### src/rtl/lsram_package.sv
// LSRAM geometry helpers plus the round-robin pick function that the port
// schedulers share.
package LSRAM_package;

    typedef enum logic [2:0] {
        MODE_16KX1,
        MODE_8KX2,
        MODE_4KX4,
        MODE_2KX9,
        MODE_1KX18,
        MODE_512X36
    } mode_type;

    function automatic int data_width_fn(input mode_type mode);
        case (mode)
            MODE_16KX1:  return 1;
            MODE_8KX2:   return 2;
            MODE_4KX4:   return 4;
            MODE_2KX9:   return 9;
            MODE_1KX18:  return 18;
            MODE_512X36: return 36;
            default:     return 18;
        endcase
    endfunction

    function automatic int addr_width_fn(input mode_type mode);
        case (mode)
            MODE_16KX1:  return 14;
            MODE_8KX2:   return 13;
            MODE_4KX4:   return 12;
            MODE_2KX9:   return 11;
            MODE_1KX18:  return 10;
            MODE_512X36: return 9;
            default:     return 10;
        endcase
    endfunction

    localparam int RR_MAX_REQ = 8;
    localparam int RR_IDX_W   = 3;

    typedef struct packed {
        logic                found;
        logic [RR_IDX_W-1:0] index;
    } rr_pick_t;

    // First set bit of valid scanning ptr, ptr+1, ... modulo num_req.
    function automatic rr_pick_t rr_pick(input logic [RR_MAX_REQ-1:0] valid,
                                         input logic [RR_IDX_W-1:0]   ptr,
                                         input int unsigned           num_req);
        rr_pick_t            pick;
        int unsigned         idx;
        logic [RR_IDX_W-1:0] idx_w;
        pick = '0;
        for (int unsigned k = 0; k < RR_MAX_REQ; k++) begin
            idx   = (32'(ptr) + k) % num_req;
            idx_w = idx[RR_IDX_W-1:0];
            if (k < num_req && !pick.found && valid[idx_w]) begin
                pick.found = 1'b1;
                pick.index = idx_w;
            end
        end
        return pick;
    endfunction

endpackage

### src/rtl/lsram_rr_arbiter.sv
// Round-robin grant with an optional per-requester lock; grant and ready are
// combinational, the pointer and lock state are registered.
module lsram_rr_arbiter
    import LSRAM_package::*;
#(
    parameter int NUM_REQ = 4
) (
    input  logic                       aclk,
    input  logic                       aresetn,
    input  logic [NUM_REQ-1:0]         req_valid,
    input  logic [NUM_REQ-1:0]         req_lock,
    output logic [NUM_REQ-1:0]         req_ready,
    output logic                       gnt_valid,
    output logic [$clog2(NUM_REQ)-1:0] gnt_idx
);

    localparam int ID_W = $clog2(NUM_REQ);

    logic [ID_W-1:0]       ptr_q, ptr_d;
    logic [ID_W-1:0]       lock_owner_q, lock_owner_d;
    logic                  locked_q, locked_d;
    logic [RR_MAX_REQ-1:0] valid_ext;
    logic [RR_IDX_W-1:0]   ptr_ext;
    rr_pick_t              pick;

    // NOTE: every signal written here gets a default first, so no path leaves
    // a value unassigned and no latch is inferred.
    always_comb begin
        valid_ext                = '0;
        valid_ext[NUM_REQ-1:0]   = req_valid;
        ptr_ext                  = '0;
        ptr_ext[ID_W-1:0]        = ptr_q;
        pick                     = rr_pick(valid_ext, ptr_ext, NUM_REQ);

        // A locked port only serves its owner; an idle owner yields a bubble.
        if (locked_q) begin
            gnt_valid = req_valid[lock_owner_q];
            gnt_idx   = lock_owner_q;
        end else begin
            gnt_valid = pick.found;
            gnt_idx   = pick.index[ID_W-1:0];
        end
        if (!aresetn) begin
            gnt_valid = 1'b0;
        end

        req_ready = '0;
        if (gnt_valid) begin
            req_ready[gnt_idx] = 1'b1;
        end

        ptr_d        = ptr_q;
        locked_d     = locked_q;
        lock_owner_d = lock_owner_q;
        if (gnt_valid) begin
            ptr_d        = (gnt_idx == ID_W'(NUM_REQ - 1)) ? '0 : gnt_idx + 1'b1;
            locked_d     = req_lock[gnt_idx];
            lock_owner_d = gnt_idx;
        end
    end

    // NOTE: sequential state uses non-blocking assignments only; reset is
    // sampled on the clock edge rather than in the sensitivity list.
    always_ff @(posedge aclk) begin
        if (!aresetn) begin
            ptr_q        <= '0;
            locked_q     <= 1'b0;
            lock_owner_q <= '0;
        end else begin
            ptr_q        <= ptr_d;
            locked_q     <= locked_d;
            lock_owner_q <= lock_owner_d;
        end
    end

endmodule

### src/rtl/lsram_port_arbiter.sv
// Shares LSRAM port A between NUM_REQ requesters: registered command stage and
// a two-deep tag pipeline that steers read data back to its issuer.
module lsram_port_arbiter
    import LSRAM_package::*;
#(
    parameter int       NUM_REQ    = 4,
    parameter mode_type MODE       = MODE_1KX18,
    parameter int       DATA_WIDTH = data_width_fn(MODE),
    parameter int       ADDR_WIDTH = addr_width_fn(MODE)
) (
    input  logic                               aclk,
    input  logic                               aresetn,
    input  logic [NUM_REQ-1:0]                 req_valid,
    output logic [NUM_REQ-1:0]                 req_ready,
    input  logic [NUM_REQ-1:0]                 req_we,
    input  logic [NUM_REQ-1:0]                 req_lock,
    input  logic [NUM_REQ-1:0][ADDR_WIDTH-1:0] req_addr,
    input  logic [NUM_REQ-1:0][DATA_WIDTH-1:0] req_wdata,
    output logic [NUM_REQ-1:0]                 rsp_valid,
    output logic [DATA_WIDTH-1:0]              rsp_rdata,
    output logic                               ram_we,
    output logic [ADDR_WIDTH-1:0]              ram_addr,
    output logic [DATA_WIDTH-1:0]              ram_din,
    input  logic [DATA_WIDTH-1:0]              ram_dout,
    output logic [$clog2(NUM_REQ)-1:0]         gnt_id
);

    localparam int ID_W = $clog2(NUM_REQ);

    logic                  gnt_valid;
    logic [ID_W-1:0]       gnt_idx;

    logic                  ram_we_q, ram_we_d;
    logic [ADDR_WIDTH-1:0] ram_addr_q, ram_addr_d;
    logic [DATA_WIDTH-1:0] ram_din_q, ram_din_d;
    logic [ID_W-1:0]       gnt_id_q, gnt_id_d;
    logic                  tag1_rd_q, tag1_rd_d, tag2_rd_q, tag2_rd_d;
    logic [ID_W-1:0]       tag1_id_q, tag1_id_d, tag2_id_q, tag2_id_d;

    lsram_rr_arbiter #(.NUM_REQ(NUM_REQ)) u_rr (
        .aclk      (aclk),
        .aresetn   (aresetn),
        .req_valid (req_valid),
        .req_lock  (req_lock),
        .req_ready (req_ready),
        .gnt_valid (gnt_valid),
        .gnt_idx   (gnt_idx)
    );

    always_comb begin
        ram_we_d   = 1'b0;
        ram_addr_d = ram_addr_q;
        ram_din_d  = ram_din_q;
        gnt_id_d   = gnt_id_q;
        tag1_rd_d  = 1'b0;
        tag1_id_d  = gnt_idx;
        if (gnt_valid) begin
            ram_we_d   = req_we[gnt_idx];
            ram_addr_d = req_addr[gnt_idx];
            ram_din_d  = req_wdata[gnt_idx];
            gnt_id_d   = gnt_idx;
            tag1_rd_d  = !req_we[gnt_idx];
        end
        // Stage 2 lines up with the RAM's registered read data.
        tag2_rd_d = tag1_rd_q;
        tag2_id_d = tag1_id_q;

        rsp_valid = '0;
        if (tag2_rd_q) begin
            rsp_valid[tag2_id_q] = 1'b1;
        end
    end

    always_ff @(posedge aclk) begin
        if (!aresetn) begin
            ram_we_q   <= 1'b0;
            ram_addr_q <= '0;
            ram_din_q  <= '0;
            gnt_id_q   <= '0;
            tag1_rd_q  <= 1'b0;
            tag1_id_q  <= '0;
            tag2_rd_q  <= 1'b0;
            tag2_id_q  <= '0;
        end else begin
            ram_we_q   <= ram_we_d;
            ram_addr_q <= ram_addr_d;
            ram_din_q  <= ram_din_d;
            gnt_id_q   <= gnt_id_d;
            tag1_rd_q  <= tag1_rd_d;
            tag1_id_q  <= tag1_id_d;
            tag2_rd_q  <= tag2_rd_d;
            tag2_id_q  <= tag2_id_d;
        end
    end

    assign ram_we    = ram_we_q;
    assign ram_addr  = ram_addr_q;
    assign ram_din   = ram_din_q;
    assign gnt_id    = gnt_id_q;
    assign rsp_rdata = ram_dout;

endmodule

### config.mk
export PLATFORM = sky130hd
export DESIGN_NAME = lsram_port_arbiter
export DESIGN_NICKNAME = d
export VERILOG_FILES = /design/src/rtl/lsram_package.sv /design/src/rtl/lsram_rr_arbiter.sv /design/src/rtl/lsram_port_arbiter.sv
export SDC_FILE = /design/constraint.sdc
export NUM_CORES = 1
export LEC_CHECK = 0
export CORE_MARGIN = 3
export CORE_UTILIZATION = 31
export CTS_CLUSTER_DIAMETER = 80
export DETAILED_ROUTE_END_ITERATION = 8
export PLACE_DENSITY_LB_ADDON = 0.12
export SYNTH_ARGS = -nofsm -noshare
export SYNTH_HDL_FRONTEND = slang
export SYNTH_SLANG_ARGS = --single-unit
### constraint.sdc
create_clock -name aclk -period 1.8 [get_ports aclk]
set_input_delay 0.27 -clock aclk [delete_from_list [all_inputs] [get_ports aclk]]
set_output_delay 0.27 -clock aclk [all_outputs]
set_load 0.03 [all_outputs]
# Yosys cells after proc, flatten, opt, wreduce, memory -nomap -nowiden
# Index checks and enable logic that the tools add are counted.
[totals]
reg_bits = 40
rom_bits = 0
output_inout_bits = 57
wordCells = 66
memories = 0
in_bits = 144
ram_bits = 0
latchBits = 0
[classes]
addsub = 4
n_reduce_logical = 10
multipliers = 0
n_div = 0
order_cmp = 9
n_eq_ne = 1
shift = 0
n_bitwise = 0
n_mux = 32
[ops]
columns = ["operator", "n"]
rows = [
  ["18-bit binary-select mux with 2-bit select", 1],
  ["4-bit 2-to-1 mux", 6],
  ["10-bit binary-select mux with 2-bit select", 1],
  ["18-bit 2-to-1 mux", 1],
  ["2-bit by 4-bit less-than comparator with 1-bit output, second input constant", 4],
  ["1-bit binary-select mux with 2-bit select", 7],
  ["1-bit 2-to-1 mux", 11],
  ["10-bit 2-to-1 mux", 1],
  ["2-bit by 3-bit less-than comparator with 1-bit output, second input constant", 3],
  ["1-bit logical AND", 5],
  ["2-bit by 1-bit adder with 2-bit output, second input constant", 2],
  ["2-bit adder, second input constant", 2],
  ["1-bit demux with 2-bit select", 2],
  ["2-bit by 1-bit >= comparator with 1-bit output, second input constant", 2],
  ["1-bit zero test", 4],
  ["2-bit 2-to-1 mux", 2],
  ["2-bit equality test, second input constant", 1],
  ["2-bit AND reduction", 1],
]

# Logic depth before layout (Yosys ltp)
# Gate-level depths: netlist of run 1.
[depth]
depth_word = 18
mapped_depth = 9
mapped_depth_nobuf = 7

# Modules after synthesis
# Synthesis of run 1 repeated with hierarchy kept, for this count alone.
[hier_totals]
hier_cells = 280
area_unflattened_um2 = 2766.4
[modules_own_cells]
columns = ["module", "cells_each", "seq_area_each_um2", "area_each_um2", "n_inst"]
rows = [
  ["lsram_port_arbiter", 206, 740.7, 2162.1, 1],
  ["lsram_rr_arbiter", 74, 100.1, 604.3, 1],
]

# Worst setup path before layout of run 1
# OpenSTA, ideal clock, no wires.
[synth_path]
path_kind = "flip-flop to output port"
startpoint = "register u_rr.lock_owner_q[1]"
endpoint = "output port req_ready[1]"
path_slack_ps = -393
stages_incl_launch_ff = 6
arrival_time_ps = 1923
required_ps = 1530
n_path_buf = 1
path_cell_list = "dfxtp_1 -> mux4_2 -> o221ai_4 -> nand2b_4 -> buf_12 -> nor2_1"
[synth_via]
elab_chain_len = 6
elab_cells_between_ends = 11
classes_between = "order compare (2); mux (8); reduce/logical (1)"
[synth_lines]
columns = ["item", "line", "text"]
rows = [
  ["from (decl)", "lsram_rr_arbiter.sv:20", "logic [ID_W-1:0] lock_owner_q, lock_owner_d;"],
  ["from (signal assigned)", "lsram_rr_arbiter.sv:72", "lock_owner_q <= lock_owner_d;"],
  ["2-bit 2-to-1 mux", "lsram_rr_arbiter.sv:36", "if (locked_q) begin"],
  ["2-bit by 3-bit less-than comparator with 1-bit output (not written as such) or 2-bit by 1-bit >= comparator with 1-bit output (tied branches)", "lsram_rr_arbiter.sv:49", "req_ready[gnt_idx] = 1'b1;"],
  ["1-bit logical AND (not written as such)", "lsram_rr_arbiter.sv:49", ""],
  ["1-bit 2-to-1 mux (not written as such)", "lsram_rr_arbiter.sv:49", ""],
  ["1-bit demux with 2-bit select", "n/a", ""],
  ["4-bit 2-to-1 mux *", "lsram_rr_arbiter.sv:48", "if (gnt_valid) begin"],
  ["to (decl)", "lsram_port_arbiter.sv:14", "output logic [NUM_REQ-1:0] req_ready,"],
]
# Mark *: on every way between the ends. The rest lies on a longest branch, timed or not. The select of a mux whose other input is x is not followed.

# Final worst setup path of run 1
[layout_path]
startpoint = "register u_rr.ptr_q[0]"
endpoint = "output port req_ready[1]"
[layout_via]
elab_chain_len = 18
elab_cells_between_ends = 30
classes_between = "add/sub (3); order compare (2); mux (18); reduce/logical (7)"
[layout_lines]
columns = ["item", "line", "text"]
rows = [
  ["from (decl)", "lsram_rr_arbiter.sv:19", "logic [ID_W-1:0] ptr_q, ptr_d;"],
  ["from (signal assigned)", "lsram_rr_arbiter.sv:70", "ptr_q <= ptr_d;"],
  ["parallel branches: the longest is 11 deep, another holds 2-bit by 1-bit adder with 2-bit output", "n/a", ""],
  ["4-bit 2-to-1 mux *", "lsram_package.sv:57", "if (k < num_req && !pick.found && valid[idx_w]) begin"],
  ["2-bit 2-to-1 mux", "lsram_rr_arbiter.sv:36", ""],
  ["2-bit by 3-bit less-than comparator with 1-bit output (not written as such) or 2-bit by 1-bit >= comparator with 1-bit output (tied branches)", "lsram_rr_arbiter.sv:49", ""],
  ["1-bit logical AND (not written as such)", "lsram_rr_arbiter.sv:49", ""],
  ["1-bit 2-to-1 mux (not written as such)", "lsram_rr_arbiter.sv:49", ""],
  ["1-bit demux with 2-bit select", "n/a", ""],
  ["4-bit 2-to-1 mux *", "lsram_rr_arbiter.sv:48", ""],
]
# Mark *: on every way between the ends. The select of a mux whose other input is x is not followed.

==> run summary, run 1 <==
Max FO, Critical Path - 5
Area delta synth->final - 88.2%
Post-Syn Instances - 261
Antenna diodes - 0
R2R Path Start - u_rr.ptr_q[0]$_SDFFE_PN0P_
Core area - 0.00826 mm2
1st-iter DRT viols - 63
Final core occ - 60.7%
Detailed Routing Iterations Pass 1 - 4
Mapped Area - 0.00266 mm2
First-pass GRT wire length - 14000 um
Largest family of logic cells by synthesized area - multiplexers
Critical path capture point type - output pin
Failing checks - setup timing
Setup TNS - -2.86 ns
Hold Path Class - register to register
Clock latency on the worst-skew pair - 0.29 ns
Seq cells post-synth - 40
Clock net sink count - 40
Routed wire per std cell - 16.1 um
Max-Cap Viols - 0
Synth cell types - 41
CTS tree - yes
XOR/XNOR share of the synthesized area - 0%
DP HPWL - 6680 um
RSZ-0062 raised after global routing - yes
Share of layout cells above drive strength 1 - 29.0%
Adder-Cell Fraction of Synth Area - 0.470%
# fillers - 678
Share of the synthesized area in the top cell type - 30.1%
GRT Util Overall - 17.9%
Total count of max-transition violations in the final report - 0
Worst slew pin tran - 0.351 ns
Reg clk slew, reported paths - 0.08 ns
Commonest non-fill, non-tap cell in the layout - clkdlybuf4s50_1
Tcrit/Tclk final - 111%
Total Wirelength - 8970 um
Final net count - 596
Largest cells by area after synthesis - dfxtp_1, mux2i_1, o221ai_2, buf_4, nand2_1
Finished Layout Cells - 557
Fraction of synthesized area in multiplexers - 23.0%
Seq/Total Area, Yosys - 30.1%
Vias in the first global route - 2771
Compound-Gate Fraction of Synth Area - 21.2%
Worst reg2reg endpoint - ram_addr[8]$_SDFFE_PN0P_
Crit path kind - register to output pin
Mapped Nets - 406
Simple-gate share of the synthesized area - 13.1%
DIE WIDTH - 98.7 um
LEAKAGE - 2.00 nW
# port buffers - 164
Synth Warn # - 0
DRC viols - 0
Reg2Reg Depth - 10
I/O pin total - 201
Htree depth - 2
Die height - 98.7 um
CTS max path bufs - 2
Final worst-path setup slack - -0.202 ns
CP startpoint - u_rr.ptr_q[0]$_SDFFE_PN0P_
Initial antenna violation count - 0
Worst Setup EP - req_ready[1]
CP startpoint kind - register
Dpl cells - 526
Clock root cell - clkbuf_8
Most frequent cells in the layout - clkdlybuf4s50_1, mux2i_1, buf_4, dfxtp_1, nand2_1
Clk_skew - 0.00688 ns
Largest net degree at the start of global routing - 20
Vias per cell - 4.84
Gr ovfl total - 0
Starting Density - 32.2%
Routability cong. - 0.823
Antenna viol nets, final - 0
Final setup fails - 32
Required @ worst endpoint - 1.53 ns
Via count - 2698
Worst VDD drop - 696 uV
CTS Buf Count - 5
Post-synth top area cell - dfxtp_1
Max-slew headroom - 76.5%
Critical Path AT - 1.73 ns
Hold buffers post-CTS - 0
Die area - 0.00974 mm2
Reg2Reg Setup Slack - -0.09 ns
Synth Area per Inst - 10.2 um2
Site Rows - 33
Final hold vios - 0
Status - finished, violations left
Hold Slack - 0.442 ns
PwrDens - 1540 mW/mm2
FMAX - 499 MHz
Crit path time final - 2.00 ns
per-stage QoR:
step           setup WS [ns]  total power (W)  cell area [um2]
2_1_floorplan         -0.102          0.00455             2680
3_3_place_gp          -0.484          0.00620             4470
3_5_place_dp          -0.476          0.00624             4470
4_1_cts               -0.192          0.00747             4860
5_1_grt               -0.288          0.00818             5010
6_report              -0.202          0.00769             5010
layer usage:
metal | part of all wire, % | vias up | track usage (%) | wire, um
li1 | - | 1328 | - | -
met4 | 1.1 | 0 | 4.41 | 99
met5 | 0 | - | 0 | 0
met2 | 50 | 109 | 30.7 | 4510
met3 | 7.2 | 11 | 5.17 | 649
met1 | 41 | 1250 | 22.1 | 3710
synthesized netlist by cell type:
| library cell | n |
|---|---|
| o211ai_1 | 3 |
| a311o_1 | 1 |
| inv_1 | 6 |
| a21oi_1 | 2 |
| o21ai_0 | 3 |
| buf_2 | 9 |
| dfxtp_1 | 40 |
| nand2_1 | 35 |
| inv_4 | 1 |
| or3_1 | 1 |
| buf_12 | 3 |
| a311oi_1 | 1 |
| and3_1 | 1 |
| and3b_2 | 1 |
| buf_4 | 18 |
| nand3_2 | 1 |
| mux2i_1 | 59 |
| o21a_1 | 1 |
| o21ba_2 | 1 |
| inv_2 | 2 |
| o32ai_1 | 1 |
| and3b_1 | 1 |
| o21ai_2 | 1 |
| nand3_1 | 4 |
| buf_6 | 4 |
| o221ai_2 | 28 |
| nor2b_1 | 2 |
| o2111ai_1 | 1 |
| o221ai_4 | 1 |
| a32oi_1 | 1 |
| nor3b_1 | 1 |
| or4_4 | 1 |
| nand2b_4 | 1 |
| and2_1 | 3 |
| or2b_1 | 1 |
| ha_1 | 1 |
| and2_4 | 1 |
| mux4_2 | 1 |
| nor2_1 | 15 |
| or4_1 | 1 |
| nand4_1 | 2 |
report_power, final:
part	switching (W)	internal, W
clock network	0.000311	0.000313
logic	0.00264	0.00282
registers	0.000268	0.00134
final cells by class:
| cell class | instances | area, um2 | share of cell area [%] |
|---|---|---|---|
| Tap cell | 105 | 131 | 2.62 |
| Clock buffer | 8 | 90.1 | 1.80 |
| Timing Repair Buffer | 217 | 2240 | 44.7 |
| Sequential cell | 40 | 816 | 16.3 |
| Inverter | 9 | 36.3 | 0.724 |
| Multi-Input combinational cell | 178 | 1700 | 33.8 |
worst min-delay path by stage:
stage | from | endpoint | slack [ns] | cells after the start
after floorplan | aresetn | tag2_id_q[0]$_SDFF_PN0_ | 0.39 | 1
after detailed placement | tag1_rd_q$_SDFF_PN0_ | tag2_rd_q$_SDFF_PN0_ | 0.43 | 1
after global placement | tag1_id_q[0]$_SDFF_PN0_ | tag2_id_q[0]$_SDFF_PN0_ | 0.42 | 1
after CTS | tag1_rd_q$_SDFF_PN0_ | tag2_rd_q$_SDFF_PN0_ | 0.44 | 1
final | tag1_rd_q$_SDFF_PN0_ | tag2_rd_q$_SDFF_PN0_ | 0.44 | 1
after global routing | tag1_id_q[1]$_SDFF_PN0_ | tag2_id_q[1]$_SDFF_PN0_ | 0.48 | 1
logic make-up (layout without fill, tap and decap cells):
kind of cell	after synthesis	after routing
AND/OR/NAND/NOR	72	72
multiplexers	60	60
AO/OA/AOI/OAI	45	45
buffers and inverters	43	234
flip-flops	40	40
adder cells (fa/ha/maj)	1	1
repair_timing:
action                                  CTS  global route
pin swaps                                 7             8
gates cloned                              2             2
gates resized for setup                  49            12
endpoints found under the setup margin   38            38
buffers inserted                         13             8
registers in the layout, summed over array words and instances, names as in the netlist:
| signal | flops |
|---|---|
| ram_addr | 10 |
| ram_din | 18 |
| ram_we | 1 |
| tag1_id_q | 2 |
| tag1_rd_q | 1 |
| tag2_id_q | 2 |
| tag2_rd_q | 1 |
| u_rr.lock_owner_q | 2 |
| u_rr.locked_q | 1 |
| u_rr.ptr_q | 2 |
critical path, stage by stage, from the launching register on:
cell and delay [ns]:
dfxtp_4 0.37, o21ba_4 0.23, o32ai_4 0.07, a32oi_2 0.28
inv_2 0.11, buf_6 0.13, nand2b_4 0.08, nor2_4 0.04
buf_6 0.13
Power figures use the tool's default switching activity.
==> run 2: changes to the inputs <==
Settings changed: GPL_ROUTABILITY_DRIVEN set to 0.
==> results of run 2 <==
No change in the layout: final DEF, timing and power equal those of run 1.
